$ cat src/rtl/crop_ctrl_pkg.sv
// crop_ctrl_pkg: command opcodes and FSM state encoding for the crop window controller
package crop_ctrl_pkg;
   localparam logic [2:0] OP_NOP      = 3'd0;
   localparam logic [2:0] OP_ZOOM_IN  = 3'd1;
   localparam logic [2:0] OP_ZOOM_OUT = 3'd2;
   localparam logic [2:0] OP_LEFT     = 3'd3;
   localparam logic [2:0] OP_RIGHT    = 3'd4;
   localparam logic [2:0] OP_UP       = 3'd5;
   localparam logic [2:0] OP_DOWN     = 3'd6;
   localparam logic [2:0] OP_RESET    = 3'd7;
   localparam logic [1:0] ST_IDLE  = 2'd0;
   localparam logic [1:0] ST_CALC  = 2'd1;
   localparam logic [1:0] ST_CLAMP = 2'd2;
endpackage

$ cat src/rtl/crop_clamp.sv
// crop_clamp: saturates a signed window start coordinate to [0, limit]
module crop_clamp #(
   parameter int W = 11
) (
   input  logic signed [W+1:0] start_i,
   input  logic        [W-1:0] limit_i,
   output logic        [W-1:0] start_o
);
   // negative -> 0, beyond limit -> limit, otherwise pass through
   always_comb start_o = start_i[W+1] ? '0 : (start_i > $signed({2'b00, limit_i})) ? limit_i : start_i[W-1:0];
endmodule

$ cat src/rtl/crop_window_ctrl.sv
// crop_window_ctrl: pan/zoom command FSM with frame-synchronous commit of the crop window
module crop_window_ctrl
   import crop_ctrl_pkg::*;
#(
   parameter int H_DISP = 1920,
   parameter int V_DISP = 1080,
   parameter int XW     = 11,
   parameter int YW     = 11,
   parameter int STEP_X = 64,
   parameter int STEP_Y = 36
) (
   input  logic          clk,
   input  logic          rst_n,
   input  logic          vs_i,
   input  logic          cmd_valid,
   output logic          cmd_ready,
   input  logic [2:0]    cmd_op,
   output logic [XW-1:0] start_x,
   output logic [YW-1:0] start_y,
   output logic [XW-1:0] end_x,
   output logic [YW-1:0] end_y,
   output logic [1:0]    zoom_level,
   output logic          frame_update,
   output logic          busy
);
   localparam logic [XW-1:0] HD = XW'(H_DISP);
   localparam logic [YW-1:0] VD = YW'(V_DISP);
   localparam logic signed [XW+1:0] SX = (XW+2)'(STEP_X);
   localparam logic signed [YW+1:0] SY = (YW+2)'(STEP_Y);

   logic [1:0] state_q, state_d;
   logic [2:0] op_q;
   logic [1:0] wz_q, cz_q, cz_d, zoom_q;
   logic [XW-1:0] wx_q, sx_q, ex_q, w_old, lim_x, clx;
   logic [YW-1:0] wy_q, sy_q, ey_q, h_old, lim_y, cly;
   logic signed [XW+1:0] cx_q, cx_d, wxs;
   logic signed [YW+1:0] cy_q, cy_d, wys;
   logic dirty_q, vs_q, fu_q, zin, zout, commit, clamp_wr;

   // working-window size, unclamped next start/zoom and clamp limits
   always_comb begin
      w_old = HD >> wz_q;
      h_old = VD >> wz_q;
      wxs = $signed({2'b00, wx_q});
      wys = $signed({2'b00, wy_q});
      zin = (op_q == OP_ZOOM_IN) && (wz_q != 2'd3);
      zout = (op_q == OP_ZOOM_OUT) && (wz_q != 2'd0);
      cx_d = (op_q == OP_RESET) ? '0 :
             zin ? wxs + $signed({2'b00, w_old >> 2}) :
             zout ? wxs - $signed({2'b00, w_old >> 1}) :
             (op_q == OP_LEFT) ? wxs - SX :
             (op_q == OP_RIGHT) ? wxs + SX : wxs;
      cy_d = (op_q == OP_RESET) ? '0 :
             zin ? wys + $signed({2'b00, h_old >> 2}) :
             zout ? wys - $signed({2'b00, h_old >> 1}) :
             (op_q == OP_UP) ? wys - SY :
             (op_q == OP_DOWN) ? wys + SY : wys;
      cz_d = (op_q == OP_RESET) ? 2'd0 : zin ? wz_q + 2'd1 : zout ? wz_q - 2'd1 : wz_q;
      lim_x = HD - (HD >> cz_q);
      lim_y = VD - (VD >> cz_q);
      state_d = (state_q == ST_IDLE) ? (cmd_valid ? ST_CALC : ST_IDLE) :
                (state_q == ST_CALC) ? ST_CLAMP : ST_IDLE;
      commit = vs_i & ~vs_q;
      clamp_wr = state_q == ST_CLAMP;
   end

   crop_clamp #(.W(XW)) u_clamp_x (.start_i(cx_q), .limit_i(lim_x), .start_o(clx));
   crop_clamp #(.W(YW)) u_clamp_y (.start_i(cy_q), .limit_i(lim_y), .start_o(cly));

   // command FSM: latch op, compute in CALC, write clamped working window in CLAMP
   always_ff @(posedge clk or negedge rst_n) begin
      if (!rst_n) begin
         state_q <= ST_IDLE;
         op_q <= OP_NOP;
         cx_q <= '0;
         cy_q <= '0;
         cz_q <= '0;
         wx_q <= '0;
         wy_q <= '0;
         wz_q <= '0;
      end else begin
         state_q <= state_d;
         if (cmd_valid && cmd_ready) op_q <= cmd_op;
         if (state_q == ST_CALC) begin
            cx_q <= cx_d;
            cy_q <= cy_d;
            cz_q <= cz_d;
         end
         if (clamp_wr) begin
            wx_q <= clx;
            wy_q <= cly;
            wz_q <= cz_q;
         end
      end
   end

   // frame commit: on vsync rise copy the pre-write working window; a same-cycle CLAMP keeps dirty set
   always_ff @(posedge clk or negedge rst_n) begin
      if (!rst_n) begin
         vs_q <= 1'b0;
         dirty_q <= 1'b0;
         fu_q <= 1'b0;
         zoom_q <= '0;
         sx_q <= '0;
         sy_q <= '0;
         ex_q <= HD;
         ey_q <= VD;
      end else begin
         vs_q <= vs_i;
         dirty_q <= clamp_wr | (dirty_q & ~commit);
         fu_q <= commit & dirty_q;
         if (commit && dirty_q) begin
            zoom_q <= wz_q;
            sx_q <= wx_q;
            sy_q <= wy_q;
            ex_q <= wx_q + w_old;
            ey_q <= wy_q + h_old;
         end
      end
   end

   assign cmd_ready = state_q == ST_IDLE;
   assign busy = dirty_q | (state_q != ST_IDLE);
   assign start_x = sx_q;
   assign start_y = sy_q;
   assign end_x = ex_q;
   assign end_y = ey_q;
   assign zoom_level = zoom_q;
   assign frame_update = fu_q;
endmodule

$ cat config.mk
export PLATFORM = sky130hd
export DESIGN_NAME = crop_window_ctrl
export DESIGN_NICKNAME = d
export VERILOG_FILES = /design/src/rtl/crop_ctrl_pkg.sv /design/src/rtl/crop_clamp.sv /design/src/rtl/crop_window_ctrl.sv
export SDC_FILE = /design/constraint.sdc
export NUM_CORES = 1
export LEC_CHECK = 0
export BUFFER_PORTS_ARGS = -buffer_cell sky130_fd_sc_hd__buf_2
export CAP_MARGIN = 20
export CORE_ASPECT_RATIO = 0.5
export CORE_MARGIN = 1.5
export CORE_UTILIZATION = 55
export CTS_CLUSTER_SIZE = 10
export DETAILED_ROUTE_END_ITERATION = 16
export GPL_ROUTABILITY_DRIVEN = 0
export HOLD_SLACK_MARGIN = 0.02
export PLACE_DENSITY = 0.75
export SLEW_MARGIN = 15
export SYNTH_ARGS = -nofsm -noshare
export SYNTH_HDL_FRONTEND = slang
export SYNTH_HIERARCHICAL = 1
export SYNTH_SLANG_ARGS = --single-unit
$ cat constraint.sdc
create_clock -name clk -period 3.8 [get_ports clk]
set_clock_uncertainty 0.05 [all_clocks]
set_input_delay 0.19 -clock clk [delete_from_list [all_inputs] [get_ports clk]]
set_output_delay 0.19 -clock clk [all_outputs]
set_load 0.01 [all_outputs]
==> summary.md <==
| Metric | Value |
|---|---|
| Status | `completed` |
| CTS tree | `built` |
| Vias in the first global route | `6157` |
| Multi-input gate area | `4640 um^2` |
| Final Hold Vio Count | `0` |
| Critical R2R Launch | `cz_q[1]` |
| IO buf count | `55` |
| Power per Cell Area | `933 nW/um^2` |
| CP required | `3.99 ns` |
| Part of the cycle the worst path needs | `88.6%` |
| Max-Cap Viols | `0` |
| Total Nets Final | `981` |
| Width of the die | `169 um` |
| Crit path DAT | `3.56 ns` |
| Fmax | `297 MHz` |
| Residual DRC | `0` |
| Fillers | `1155` |
| Final instance area | `8350 um^2` |
| Drt total wl | `19.4 mm` |
| Final setup viols | `0` |
| Peak supply drop | `376 uV` |
| Routed length per instance | `18.1 um` |
| EDFF count, synth | `0` |
| Seq/Total Area, Yosys | `33.7%` |
| Die Y | `86.1 um` |
| Ys Warns | `6` |
| Detail Placement HPWL | `14.3 mm` |
| Clock Tree Buf Depth | `2` |
| Core area | `13500 um^2` |
| Post-Syn Area per Cell | `8.98 um^2` |
| Slew at the pin closest to its max-slew limit | `0.854 ns` |
| Initial antenna violation count | `0` |
| Layout cell share with drive strength beyond 1 | `16.7%` |
| Grt total ovfl | `0` |
| Post-DP Area | `8030 um^2` |
| Post-CTS setup buffer count | `0` |
| Distinct cell type count after synthesis | `78` |
| ANT cells | `0` |
| Top cell type's share of synthesized area | `30.9%` |
| Setup TNS | `0 ns` |
| Normalized max-slew margin | `42.7%` |
| Row count | `30` |
| Cell Area, Synth | `7600 um^2` |
| Cells after Synth | `847` |
| Tot Pwr | `0.00779 W` |
| CTS Root Buffer Type | `clkbuf_16` |
| Leak | `4.06 nW` |
| Top-count cell post-synth | `nand2_1` |
| Max FO, Critical Path | `7` |
| Prevailing post-synth register cell | `dfrtp_1` |
| Total track usage | `27.5%` |
| Min Hold Slack | `0.0289 ns` |
| Async SR Flop Fraction | `100%` |
| Layout area overhead | `9.76%` |
| CP Class | `reg2reg` |
| Clock transition at path regs | `0.07 ns` |
| 1st-iter DRT viols | `534` |
| FF+latch area | `2560 um^2` |
| Via density | `5.97` |
| CP Launch Type | `flip-flop` |
| Final Max Tran Viols | `0` |
| Ranking of synthesized cells by area | `dfrtp_1 31%, ha_1 13%, nand2_1 6.9%` |
| Clock sink count | `102` |
| Max H-tree Level | `3` |
| RSZ-0062 raised after global routing | `no` |
| Hold WC Path Type | `in2reg` |
| TritonCTS buffer count | `9` |
| CP startpoint | `cz_q[1]` |
| Initial Utilization | `56.3%` |
| Vias | `6416` |
| Pre-antenna DRT Iters | `5` |
| Skew-Pair Late Insertion Delay | `0.35 ns` |
| Crit. End Element | `flip-flop` |
| DIE AREA | `14600 um^2` |
| Most frequent cells after synthesis | `140 x nand2_1, 94 x dfrtp_1, 79 x o21ai_0, 76 x ha_1, 50 x inv_1` |
| #FFs+latches synth | `102` |
| IO Count | `56` |
| Worst hold start | `cmd_op[0]` |
| Tmin final | `3.37 ns` |
| Antenna viol nets, final | `0` |
| Biggest area consumer among synthesized cells | `dfrtp_1` |
| Largest net degree at the start of global routing | `69` |
| First-pass GRT wire length | `31.6 mm` |
==> final cells by class <==
type / instances / share of cell area, %
well taps: 176 / 2.64
multi-input cells: 655 / 55.6
clock buffers: 10 / 2.74
clock inverters: 6 / 0.839
inverters: 51 / 2.29
flip-flops and latches: 102 / 30.7
repair buffers: 74 / 5.14
==> kinds of logic (layout without fill, tap and decap cells) <==
group | Yosys count | count (layout) | synth area share (%)
AO/OA/AOI/OAI | 215 | 215 | 18.6
XOR/XNOR | 51 | 51 | 5.87
adder cells (fa/ha/maj) | 81 | 81 | 13.8
buffers and inverters | 96 | 141 | 5.56
flip-flops | 102 | 102 | 33.7
multiplexers | 42 | 42 | 5.82
other | 1 | 7 | 0.0493
AND/OR/NAND/NOR | 259 | 259 | 16.5
==> power by group <==
| group | total (W) | internal [W] | switching, W |
|---|---|---|---|
| sequential | 0.00214 | 0.00155 | 0.000583 |
| clock | 0.000959 | 0.000518 | 0.000442 |
| combinational | 0.00469 | 0.00209 | 0.00260 |
==> routing by layer <==
| layer | vias up | routed length (um) | track usage [%] |
|---|---|---|---|
| met3 | 38 | 1200 | 4.15 |
| met4 | 0 | 403 | 8.93 |
| li1 | 3060 | - | - |
| met5 | - | 0 | 0 |
| met2 | 238 | 8710 | 43.9 |
| met1 | 3080 | 9110 | 38.6 |
==> final timing paths <==
check,to,slack [ns],depth (start not counted)
worst min-delay path,op_q[0],0.03,2
min in group asynchronous,end_y[0],0.40,2
worst min register to register,end_y[4],0.42,2
worst max-delay path,wx_q[4],0.43,12
worst max register to register,wx_q[4],0.43,12
max in group asynchronous,cy_q[6],2.47,3
==> timing repair <==
item | 4_1_cts | 5_1_grt
resized for setup | 0 | 0
hold buffers | 2 | 0
endpoints found under the hold margin | 52 | 0
==> registers in the layout, summed over array words and instances, names as in the netlist <==
signal and cells:
cx_q 13, cy_q 13, end_y 11, start_x 11, start_y 11, wx_q 11
wy_q 11, end_x 7, op_q 3, cz_q 2, state_q 2, wz_q 2
zoom_level 2, dirty_q 1, frame_update 1, vs_q 1
==> layout by cell type (no fill, tap or decap), types with 4 or more instances in the layout <==
cell type,count
xor2_1,23
a31oi_1,7
a21oi_1,36
fa_1,5
o21ai_1,4
nand2b_2,9
nand2_1,140
mux2_2,18
buf_4,17
dfstp_2,8
or2b_2,8
o21ai_0,79
o21bai_1,4
xnor2_1,28
o22ai_1,5
o211ai_1,6
nand2b_1,8
and3_1,6
a211oi_1,7
or3_1,4
a21o_1,14
ha_1,76
nor3_1,15
clkbuf_16,9
o221ai_1,7
o21a_1,4
nand3_1,8
dfrtp_1,94
mux2i_1,24
conb_1,7
nor2b_1,7
inv_1,50
nor2_1,28
nor4_1,5
buf_2,54
==> worst max-delay path: stages, from the launching register on <==
cell and delay (ns):
dfrtp_1 0.43, inv_1 0.10, ha_1 0.36, xor2_1 0.21, inv_1 0.08, ha_1 0.29, nand4_1 0.15, nor4_2 0.07
a21boi_2 0.18, o31ai_2 0.71, buf_4 0.28, mux2i_1 0.08, mux2_2 0.26
==> metrics by stage <==
step	utilization, %	cells	worst slack, ns
2_1_floorplan	-	853	0.128
3_3_place_gp	59.3	1055	0.600
3_5_place_dp	59.4	1056	0.443
4_1_cts	61.8	1074	0.432
5_1_grt	61.8	1074	0.275
6_report	61.8	1074	0.434
No activity file was read; power rests on OpenSTA's default activity.
